**src/rtl/seq_event_monitor.sv**
```systemverilog
// Pairs Mealy and Moore 10010-detector outputs, counting matched detections and pairing errors.
// The Moore detector must fire exactly one cycle after the Mealy detector for a detection to count.
module seq_event_monitor #(
  parameter int unsigned CW = 8
) (
  input  logic          clk,
  input  logic          rst,
  input  logic          en,
  input  logic          clr,
  input  logic          mealy_in,
  input  logic          moore_in,
  output logic          match_pulse,
  output logic [CW-1:0] det_count,
  output logic [CW-1:0] err_count,
  output logic          err_flag,
  output logic [1:0]    err_code
);

  typedef enum logic {StIdle, StPend} state_e;

  localparam logic [1:0] CodeMissedMoore = 2'b01;
  localparam logic [1:0] CodeOrphanMoore = 2'b10;

  state_e        r_state;
  state_e        w_state_d;
  logic          r_match_pulse;
  logic [CW-1:0] r_det_count;
  logic [CW-1:0] r_err_count;
  logic          r_err_flag;
  logic [1:0]    r_err_code;

  logic          w_pulse_d;
  logic          w_det_inc;
  logic          w_err;
  logic [1:0]    w_err_cause;

  always_comb begin
    w_state_d   = r_state;
    w_pulse_d   = 1'b0;
    w_det_inc   = 1'b0;
    w_err       = 1'b0;
    w_err_cause = 2'b00;
    if (!en) begin
      // Disabling drops any pending Mealy event without flagging it.
      w_state_d = StIdle;
    end else begin
      unique case (r_state)
        StIdle: begin
          if (moore_in) begin
            w_err       = 1'b1;
            w_err_cause = CodeOrphanMoore;
          end
        end
        StPend: begin
          if (moore_in) begin
            w_det_inc = 1'b1;
            w_pulse_d = 1'b1;
          end else begin
            w_err       = 1'b1;
            w_err_cause = CodeMissedMoore;
          end
        end
        default: ;
      endcase
      w_state_d = mealy_in ? StPend : StIdle;
    end
  end

  always_ff @(posedge clk) begin
    if (rst || clr) begin
      r_state       <= StIdle;
      r_match_pulse <= 1'b0;
      r_det_count   <= '0;
      r_err_count   <= '0;
      r_err_flag    <= 1'b0;
      r_err_code    <= 2'b00;
    end else begin
      r_state       <= w_state_d;
      r_match_pulse <= w_pulse_d;
      if (w_det_inc && (r_det_count != '1)) begin
        r_det_count <= r_det_count + 1'b1;
      end
      if (w_err) begin
        if (r_err_count != '1) begin
          r_err_count <= r_err_count + 1'b1;
        end
        r_err_flag <= 1'b1;
        // Only the first error since reset/clear is recorded.
        if (!r_err_flag) begin
          r_err_code <= w_err_cause;
        end
      end
    end
  end

  assign match_pulse = r_match_pulse;
  assign det_count   = r_det_count;
  assign err_count   = r_err_count;
  assign err_flag    = r_err_flag;
  assign err_code    = r_err_code;

endmodule

```
**config.mk**
```make
export PLATFORM = sky130hd
export DESIGN_NAME = seq_event_monitor
export DESIGN_NICKNAME = d
export VERILOG_FILES = /design/src/rtl/seq_event_monitor.sv
export SDC_FILE = /design/constraint.sdc
export NUM_CORES = 1
export LEC_CHECK = 0
export BUFFER_PORTS_ARGS = -buffer_cell sky130_fd_sc_hd__clkbuf_2
export CORE_ASPECT_RATIO = 0.6
export CORE_UTILIZATION = 39
export DETAILED_ROUTE_END_ITERATION = 10
export HOLD_SLACK_MARGIN = 0.06
export SYNTH_ARGS = -nofsm -noshare
export SYNTH_HDL_FRONTEND = slang
export SYNTH_SLANG_ARGS = --single-unit
export TNS_END_PERCENT = 10
```
**constraint.sdc**
```tcl
create_clock -name clk -period 2.4 [get_ports clk]
set_input_delay 0.24 -clock clk [delete_from_list [all_inputs] [get_ports clk]]
set_output_delay 0.24 -clock clk [all_outputs]
set_load 0.1 [all_outputs]
```
==> impl_metrics.py, run 1 <==
metrics = {
    "status": {
        "run_status": "complete, no violations",
    },
    "power_and_ir_drop": {
        "p_leak_uw": 0.000490,
        "power_per_cell_area_nw_per_um2": 529,
        "peakVddDrop_uv": 378,
        "power_uw": 625,
    },
    "grt": {
        "grt_start_max_net_pins": 17,
        "grt_first_pass_wirelength_um": 3420,
        "grt.overflow.total": 0,
        "grt_usage": 0.179,
        "grt_pass1_vias": 710,
        "antenna_violations_before_repair": 0,
    },
    "setup_path": {
        "cp_data_arrival_time_ns": 2.00,
        "cp_data_required_time_ns": 2.59,
        "r2r_cells": 5,
        "regToRegEndpoint": "err_count[5]",
        "timing.critical_path.to_type": "flop",
        "critical_path_peak_fanout": 6,
        "setup.reg_to_reg.worst_slack_ns": 0.59,
        "worstSetupPathType": "reg -> reg",
        "r2r_start": "r_state",
        "cp-start-kind": "flop",
    },
    "timing": {
        "finalSetupTns_ns": 0,
        "slew_viol_final": 0,
        "timing.final.crit_period_ns": 1.81,
        "portion_of_the_clock_cycle_consumed_by_the_worst_path_in_the_final_layout": 0.755,
        "finalSetupViolations": 0,
        "timing.clock.skew_ns": 0.00188,
        "tightestPinTransition_ns": 0.544,
        "final_hold_viol_count": 0,
        "maxSlewHeadroom": 0.639,
        "grt_setup_unrepaired": "no",
        "fmax_mhz": 552,
    },
    "layout": {
        "area_delta_synth_final_pct": 19.9,
        "instances_no_fill": 168,
        "final_layout_size_suffix_gt1_frac": 0.246,
        "n_antenna_cell": 0,
        "design.final.nets": 150,
        "n_fill_cell": 229,
        "final_core_utilization": 0.519,
        "final_design_area_no_fill_um2": 1180,
    },
    "route": {
        "via_count": 875,
        "drt-wirelength-per-cell_um": 12.7,
        "route.detailed.vias_per_inst": 5.21,
        "wirelength_um": 2130,
        "first_pass_iters": 4,
        "detail_route.drc_violations": 0,
        "final_antenna_net_count": 0,
        "detailedRoute.firstIterationViolations": 58,
    },
    "logic_synthesis": {
        "synthDominantAreaCellType": "sky130_fd_sc_hd__dfxtp_1",
        "ys_seq_elements": 21,
        "syn-instance-count": 112,
        "ys_top_cells_by_area": "sky130_fd_sc_hd__dfxtp_1 43%, sky130_fd_sc_hd__ha_1 6.3%, sky130_fd_sc_hd__nor2_1 4.9%, sky130_fd_sc_hd__o21ai_0 4.1%, sky130_fd_sc_hd__mux2i_1 3.0%",
        "ys_warnings": 0,
        "synth_largest_type_area_fraction": 0.426,
        "ffs_w_async_s_r_synth": 0,
        "synth-edff-count": 0,
        "synth_flop_cell": "sky130_fd_sc_hd__dfxtp_1",
        "synth_fp_nets": 123,
        "synthesis.area_per_instance_um2": 8.80,
        "post_synth_num_cell_types": 31,
        "synth.yosys.seq_area_share": 0.426,
        "post_synth_instance_area_um2": 986,
    },
    "clock_network": {
        "root_buffer": "sky130_fd_sc_hd__clkbuf_8",
        "cts_max_path_buffers": 2,
        "clkTransAtPathRegs_ns": 0.07,
        "postCtsHoldBufs": 0,
        "cts_made_buffers": 3,
        "cts_tree": "yes",
        "tritoncts_num_sinks": 21,
        "post-cts-setup-buffer-count": 0,
        "clk_latency_ns": 0.26,
        "postcts_resize_cnt": 0,
        "cts_htree_levels": 1,
    },
    "worst_hold_path": {
        "hold_path_end": "r_state",
        "min-delay-start": "mealy_in",
        "holdPathStages": 2,
        "min-delay-path-class": "in -> reg",
    },
    "placed_design": {
        "post-dp-hpwl_um": 1600,
        "gpl.final_weighted_congestion": 0.805,
        "dpl.cell_count": 164,
        "detailed_place.area_um2": 1140,
        "buffer_ports.inserted": 25,
    },
    "floorplan": {
        "starting_utilization_of_the_core_area": 0.433,
        "io_pins": 26,
        "placementRows": 13,
        "fp.dieW_um": 66.9,
        "design.die.area_um2": 2740,
        "die_h_um": 40.9,
        "core_ar_um2": 2280,
    },
    "job": {
        "max_cap_violations": 0,
    },
}
==> worst max-delay path by stage <==
| stage | cells past startpoint | slack (ns) | startpoint | to |
|---|---|---|---|---|
| 2_1_floorplan | 5 | 0.29 | err_count[0] | err_count[0] |
| 3_3_place_gp | 7 | 0.60 | moore_in | err_count[5] |
| 3_5_place_dp | 7 | 0.52 | moore_in | err_count[5] |
| 4_1_cts | 5 | 0.60 | r_state | err_count[5] |
| 5_1_grt | 5 | 0.51 | r_state | err_count[5] |
| 6_report | 5 | 0.59 | r_state | err_count[5] |
==> synthesized netlist by cell type, types with 2 or more instances <==
cell type,instances
sky130_fd_sc_hd__a211oi_1,2
sky130_fd_sc_hd__a21oi_1,5
sky130_fd_sc_hd__a31oi_1,4
sky130_fd_sc_hd__and3_1,2
sky130_fd_sc_hd__and3_2,2
sky130_fd_sc_hd__clkbuf_1,3
sky130_fd_sc_hd__dfxtp_1,21
sky130_fd_sc_hd__ha_1,5
sky130_fd_sc_hd__inv_1,6
sky130_fd_sc_hd__mux2i_1,3
sky130_fd_sc_hd__nand2_1,8
sky130_fd_sc_hd__nand3_1,6
sky130_fd_sc_hd__nand4_1,3
sky130_fd_sc_hd__nor2_1,13
sky130_fd_sc_hd__nor3_1,2
sky130_fd_sc_hd__o21ai_0,8
sky130_fd_sc_hd__o31ai_1,2
sky130_fd_sc_hd__or2_2,2
sky130_fd_sc_hd__xor2_1,3
==> cell usage in the layout (no fill, tap or decap), types with 2 or more instances in the layout <==
| master | netlist | layout |
|---|---|---|
| sky130_fd_sc_hd__and3_1 | 2 | 2 |
| sky130_fd_sc_hd__dfxtp_1 | 21 | 21 |
| sky130_fd_sc_hd__a31oi_1 | 4 | 4 |
| sky130_fd_sc_hd__nor2_1 | 13 | 13 |
| sky130_fd_sc_hd__nand3_1 | 6 | 6 |
| sky130_fd_sc_hd__mux2i_1 | 3 | 3 |
| sky130_fd_sc_hd__nand4_1 | 3 | 3 |
| sky130_fd_sc_hd__clkbuf_8 | 0 | 3 |
| sky130_fd_sc_hd__o21ai_0 | 8 | 8 |
| sky130_fd_sc_hd__a211oi_1 | 2 | 2 |
| sky130_fd_sc_hd__xor2_1 | 3 | 3 |
| sky130_fd_sc_hd__o31ai_1 | 2 | 2 |
| sky130_fd_sc_hd__a21oi_1 | 5 | 5 |
| sky130_fd_sc_hd__inv_1 | 6 | 6 |
| sky130_fd_sc_hd__and3_2 | 2 | 2 |
| sky130_fd_sc_hd__or2_2 | 2 | 2 |
| sky130_fd_sc_hd__clkbuf_2 | 0 | 25 |
| sky130_fd_sc_hd__nor3_1 | 2 | 2 |
| sky130_fd_sc_hd__nand2_1 | 8 | 8 |
| sky130_fd_sc_hd__ha_1 | 5 | 5 |
==> critical path: stages, from the launching register on <==
cell and delay [ns]:
sky130_fd_sc_hd__dfxtp_1 0.33, sky130_fd_sc_hd__ha_1 0.29, sky130_fd_sc_hd__and2b_4 0.30, sky130_fd_sc_hd__nand4_4 0.14
sky130_fd_sc_hd__or4_1 0.53, sky130_fd_sc_hd__a21oi_1 0.15
==> cells by family after synthesis <==
group | share of synthesized area
buffers and inverters | 0.0343
multiplexers | 0.0305
adder cells (fa/ha/maj) | 0.0635
AO/OA/AOI/OAI | 0.168
flip-flops | 0.426
XOR/XNOR | 0.0267
AND/OR/NAND/NOR | 0.251
==> report_power, final <==
part | total, µW | internal (µW) | switching, µW | leakage, µW
clock | 226 | 118 | 108 | 0.0000228
sequential | 353 | 351 | 2.72 | 0.000169
combinational | 45.6 | 12.7 | 32.9 | 0.000298
total | 625 | 482 | 144 | 0.000490
==> per-layer routing <==
layer | GRT usage | routed length [µm]
met5 | 0 | 0
met4 | 0.0426 | 8
met3 | 0.0722 | 125
met2 | 0.260 | 788
met1 | 0.246 | 1210
==> final cells by class <==
class / count / area, µm² / share of cell area
sequential: 21 / 420 / 0.356
inverter: 6 / 22.5 / 0.0190
tap: 30 / 37.5 / 0.0317
timing repair buffer: 25 / 125 / 0.106
multi-input combinational: 82 / 532 / 0.450
clock buffer: 4 / 45.0 / 0.0381
==> state kept, by name, indices dropped and copies added, names as in the netlist <==
name / count
det_count: 8
err_count: 8
err_code: 2
err_flag: 1
match_pulse: 1
r_state: 1
==> per-stage QoR <==
stage / setup slack [ns] / hold WS, ns
after global placement: 0.596 / 0.475
after CTS: 0.600 / 0.237
after global routing: 0.515 / 0.230
after floorplan: 0.286 / 0.378
final: 0.588 / 0.238
after detailed placement: 0.520 / 0.492
(Power assumes the default switching activity.)
==> run 2: changes to the inputs <==
==> constraint.sdc (replaced) <==
create_clock -name clk -period 1.72 [get_ports clk]
set_input_delay 0.172 -clock clk [delete_from_list [all_inputs] [get_ports clk]]
set_output_delay 0.172 -clock clk [all_outputs]
set_load 0.1 [all_outputs]
==> impl_metrics.py, run 2 (synthesized netlist as in run 1, its figures left out) <==
metrics = {
    "status": {
        "run_status": "complete, no violations",
    },
    "power_and_ir_drop": {
        "p_leak_uw": 0.000525,
        "power_per_cell_area_nw_per_um2": 702,
        "peakVddDrop_uv": 400,
    },
    "route": {
        "via_count": 933,
        "met1_wirelength_um": 1220,
        "first_pass_iters": 4,
        "detailedRoute.firstIterationViolations": 38,
        "detailroute.wirelength.met2_um": 932,
        "final_antenna_net_count": 0,
        "met3RoutedLength_um": 156,
        "detail_route.drc_violations": 0,
        "route.detailed.vias_per_inst": 5.42,
        "route.top_layer_used": "met4",
        "drt-wirelength-per-cell_um": 13.5,
        "wirelength_um": 2310,
    },
    "clock_network": {
        "cts_made_buffers": 3,
        "root_buffer": "sky130_fd_sc_hd__clkbuf_8",
        "tritoncts_num_sinks": 21,
        "postCtsHoldBufs": 0,
        "clk_latency_ns": 0.26,
        "clkTransAtPathRegs_ns": 0.08,
        "cts_htree_levels": 1,
        "cts_max_path_buffers": 2,
        "cts_tree": "yes",
    },
    "layout": {
        "final_layout_size_suffix_gt1_frac": 0.423,
        "mostFrequentLayoutCells": "25 x sky130_fd_sc_hd__clkbuf_2, 16 x sky130_fd_sc_hd__dfxtp_2, 13 x sky130_fd_sc_hd__nor2_1",
        "area_delta_synth_final_pct": 28.4,
        "final_common_cell": "sky130_fd_sc_hd__clkbuf_2",
        "n_antenna_cell": 0,
        "final_design_area_no_fill_um2": 1270,
        "design.final.nets": 154,
    },
    "timing": {
        "timing.clock.skew_ns": 0.00542,
        "tightestPinTransition_ns": 0.543,
        "fmax_mhz": 620,
        "slew_viol_final": 0,
        "portion_of_the_clock_cycle_consumed_by_the_worst_path_in_the_final_layout": 0.938,
        "final_hold_viol_count": 0,
        "timing.final.crit_period_ns": 1.61,
        "grt_setup_unrepaired": "no",
        "finalSetupViolations": 0,
        "finalSetupTns_ns": 0,
        "maxSlewHeadroom": 0.639,
        "worst_hold_slack_ns": 0.166,
        "setup_slack_ns": 0.106,
    },
    "grt": {
        "grt.overflow.total": 0,
        "grt_usage": 0.177,
        "grt_start_max_net_pins": 17,
        "grt_pass1_vias": 698,
        "antenna_violations_before_repair": 0,
        "grt_first_pass_wirelength_um": 3390,
    },
    "setup_path": {
        "critPathTopFamily": "simple AND/OR/NAND/NOR gates",
        "timing.critical_path.to_type": "flop",
        "cp-start-kind": "flop",
        "r2r_start": "r_state",
        "regToRegEndpoint": "err_count[5]",
        "worstPathCellList": "ha_4 > and2b_4 > nand4_4 > or4_4 > a21oi_2",
        "critical_path.n_buffers_inverters": 0,
        "setup.reg_to_reg.worst_slack_ns": 0.11,
        "cp_data_arrival_time_ns": 1.81,
        "cp_data_required_time_ns": 1.92,
        "critical-path-slowest-cell": "sky130_fd_sc_hd__or4_4",
        "critical_path_peak_fanout": 2,
        "worst_path_largest_cell_delay_ns": 0.52,
        "r2r_cells": 5,
        "worstSetupPathType": "reg -> reg",
    },
    "floorplan": {
        "io_pins": 26,
        "fp.dieW_um": 66.9,
        "die_h_um": 40.9,
        "starting_utilization_of_the_core_area": 0.433,
        "placementRows": 13,
        "design.die.area_um2": 2740,
        "core_ar_um2": 2280,
    },
    "worst_hold_path": {
        "min-delay-start": "mealy_in",
        "min-delay-path-class": "in -> reg",
        "holdPathStages": 2,
        "hold_path_end": "r_state",
    },
    "placed_design": {
        "post-place-ws_ns": 0.0420,
        "buffer_ports.inserted": 25,
        "post-dp-hpwl_um": 1660,
        "detailed_place.area_um2": 1180,
        "gpl.final_weighted_congestion": 0.871,
    },
    "job": {
        "max_cap_violations": 0,
    },
}
[run 2: cell types whose count changed in the layout (fill, tap and decap cells not counted), sizes merged]
cell	before	now
clkbuf	29	28
clkinv	0	1
buf	0	4
[run 2: power by group]
group	switching (µW)	leakage [µW]	internal, µW	total, µW
Clock	164	0.0000255	161	325
Sequential	3.82	0.000178	489	493
Combinational	47.8	0.000322	22.9	70.7
[run 2: area by class of cell]
cell class	count	area (µm²)
fillers	230	1010
multi-input cells	82	561
flip-flops and latches	21	440
repair buffers	29	159
clock buffers	3	41.3
well taps	30	37.5
inverters	6	22.5
clock inverters	1	5.00
[run 2: through the flow]
step | instances | utilization | power (µW)
2_1_floorplan | 112 | - | 551
3_3_place_gp | 167 | 0.518 | 570
3_5_place_dp | 167 | 0.518 | 571
4_1_cts | 171 | 0.538 | 892
5_1_grt | 172 | 0.556 | 926
6_report | 172 | 0.556 | 889
[run 2: worst max path at each step]
stage	from	cells past startpoint	slack, ns	endpoint
finish	r_state	5	0.11	err_count[5]
global route	r_state	5	0.04	err_count[5]
CTS	r_state	5	0.02	err_count[5]
detailed placement	moore_in	7	0.04	err_count[5]
global placement	moore_in	7	0.06	err_count[5]
floorplan	det_count[5]	4	-0.08	det_count[0]
[run 2: routing by layer]
metal,GRT usage,up-vias
li1,-,466
met1,0.268,434
met2,0.227,31
met3,0.0694,2
met4,0.0319,0
met5,0,-
[run 2: timing repair]
item / 4_1_cts / 5_1_grt
endpoints found under the setup margin: 0 / 3
setup buffers: 0 / 1
resized for setup: 0 / 7
==> run 3: changes to the inputs <==
--- a/config.mk
+++ b/config.mk
@@ -6,10 +6,13 @@
 export NUM_CORES = 1
 export LEC_CHECK = 0
 export BUFFER_PORTS_ARGS = -buffer_cell sky130_fd_sc_hd__clkbuf_2
+export CELL_PAD_IN_SITES_DETAIL_PLACEMENT = 0
+export CELL_PAD_IN_SITES_GLOBAL_PLACEMENT = 1
 export CORE_ASPECT_RATIO = 0.6
-export CORE_UTILIZATION = 39
+export CORE_UTILIZATION = 37
 export DETAILED_ROUTE_END_ITERATION = 10
 export HOLD_SLACK_MARGIN = 0.06
+export PLACE_DENSITY = 0.75
 export SYNTH_ARGS = -nofsm -noshare
 export SYNTH_HDL_FRONTEND = slang
 export SYNTH_SLANG_ARGS = --single-unit
==> impl_metrics.py, run 3 (synthesized netlist as in run 1, its figures left out) <==
metrics = {
    "placed_design": {
        "post-dp-hpwl_um": 1610,
        "buffer_ports.inserted": 25,
        "dpl.cell_count": 169,
        "gpl.final_weighted_congestion": 0.834,
    },
    "worst_hold_path": {
        "holdPathStages": 2,
        "min-delay-path-class": "in -> reg",
    },
    "layout": {
        "total_area_of_multi_input_combinational_cells_um2": 566,
        "n_fill_cell": 264,
        "final_common_cell": "sky130_fd_sc_hd__clkbuf_2",
        "area_delta_synth_final_pct": 28.7,
        "mostFrequentLayoutCells": "25 x sky130_fd_sc_hd__clkbuf_2, 16 x sky130_fd_sc_hd__dfxtp_2, 13 x sky130_fd_sc_hd__nor2_1",
        "final_core_utilization": 0.503,
        "final_layout_size_suffix_gt1_frac": 0.423,
        "final-seq-area_um2": 440,
        "n_antenna_cell": 0,
        "design.final.nets": 154,
        "instances_no_fill": 174,
    },
    "floorplan": {
        "die_h_um": 42.0,
        "placementRows": 14,
        "core_ar_um2": 2520,
        "io_pins": 26,
        "starting_utilization_of_the_core_area": 0.391,
        "fp.dieW_um": 68.6,
        "design.die.area_um2": 2880,
    },
    "route": {
        "drt-wirelength-per-cell_um": 12.6,
        "wirelength_um": 2200,
        "detailedRoute.firstIterationViolations": 32,
        "first_pass_iters": 4,
        "final_antenna_net_count": 0,
        "detail_route.drc_violations": 0,
        "via_count": 915,
        "route.detailed.vias_per_inst": 5.26,
    },
    "setup_path": {
        "critical_path.n_buffers_inverters": 0,
        "worstSetupPathType": "reg -> reg",
        "cp-start-kind": "flop",
        "cp.depth": 5,
        "critPathTopFamily": "simple AND/OR/NAND/NOR gates",
        "worst_path_largest_cell_delay_ns": 0.49,
        "critical-path-slowest-cell": "sky130_fd_sc_hd__or4_4",
        "worstPathCellList": "ha_4 > and2b_4 > nand4_4 > or4_4 > a21oi_2",
        "timing.critical_path.to_type": "flop",
        "cp_data_required_time_ns": 1.91,
        "cp_data_arrival_time_ns": 1.82,
        "critical_path_peak_fanout": 2,
        "r2r_cells": 5,
    },
    "timing": {
        "finalSetupViolations": 0,
        "maxSlewHeadroom": 0.639,
        "final_hold_viol_count": 0,
        "slew_viol_final": 0,
        "tightestPinTransition_ns": 0.544,
        "timing.clock.skew_ns": 0.00566,
        "fmax_mhz": 614,
        "timing.final.crit_period_ns": 1.63,
        "portion_of_the_clock_cycle_consumed_by_the_worst_path_in_the_final_layout": 0.947,
        "grt_setup_unrepaired": "no",
        "worst_hold_slack_ns": 0.175,
    },
    "grt": {
        "met2_usage": 0.200,
        "grt_most_used_layer": "met1",
        "met3_track_demand_over_resource": 0.0571,
        "grt_first_pass_wirelength_um": 3620,
        "grt_usage": 0.171,
        "grt_pass1_vias": 754,
        "grt_start_max_net_pins": 17,
        "gr-usage-met1": 0.276,
        "grt.overflow.total": 0,
        "antenna_violations_before_repair": 0,
    },
    "power_and_ir_drop": {
        "share_seq_of_total_power": 0.557,
        "power.switching_uw": 209,
        "peakVddDrop_uv": 281,
        "pwr-share-comb": 0.080,
        "p_int_uw": 677,
        "swShare": 0.236,
        "power_per_cell_area_nw_per_um2": 699,
        "pwr-share-clk": 0.364,
        "p_leak_uw": 0.000521,
    },
    "clock_network": {
        "cts_htree_levels": 1,
        "clkTransAtPathRegs_ns": 0.08,
        "cts_made_buffers": 3,
        "cts_max_path_buffers": 2,
        "cts_tree": "yes",
        "root_buffer": "sky130_fd_sc_hd__clkbuf_8",
        "tritoncts_num_sinks": 21,
        "clk_latency_ns": 0.26,
    },
    "job": {
        "max_cap_violations": 0,
    },
    "status": {
        "run_status": "complete, no violations",
    },
}
-- run 3: power groups by stage --
| stage | combinational (µW) | sequential, µW | clock [µW] |
|---|---|---|---|
| after floorplan | 26.1 | 525 | 0 |
| after global placement | 66.6 | 504 | 0 |
| after detailed placement | 67.3 | 505 | 0 |
| after CTS | 67.7 | 493 | 336 |
| after global routing | 76.5 | 494 | 358 |
| final | 70.5 | 493 | 322 |
-- run 3: final timing paths --
path | from | to | slack (ns)
worst max-delay path | r_state | err_count[5] | 0.09
worst min-delay path | mealy_in | r_state | 0.17
worst max register to register | r_state | err_count[5] | 0.09
worst min register to register | det_count[3] | det_count[3] | 0.48
-- run 3: metal layers --
layer / vias up / wire [µm]
met5: - / 0
met4: 0 / 25
met3: 4 / 106
met2: 19 / 853
met1: 426 / 1210
li1: 466 / -
-- run 3: per-stage QoR --
step	setup WS (ns)	instance area, µm²	power (µW)	setup TNS, ns
3_3_place_gp	0.0598	1180	571	0
6_report	0.0908	1270	886	0
2_1_floorplan	-0.0760	1000	551	-0.204
3_5_place_dp	0.0194	1180	572	0
5_1_grt	0.0474	1270	928	0
4_1_cts	0.00907	1230	897	0
-- run 3: timing repair --
| action | CTS | global route |
|---|---|---|
| resized for setup | 0 | 7 |
| hold buffers | 0 | 0 |
| setup buffers | 0 | 1 |
| endpoints found under the setup margin | 1 | 2 |
| pin swaps | 1 | 3 |
-- run 3: final cells by class --
| type | count | area share |
|---|---|---|
| Timing Repair Buffer | 29 | 0.122 |
| Tap cell | 32 | 0.0316 |
| Clock buffer | 4 | 0.0355 |
| Sequential cell | 21 | 0.347 |
| Multi-Input combinational cell | 82 | 0.446 |
| Inverter | 6 | 0.0178 |
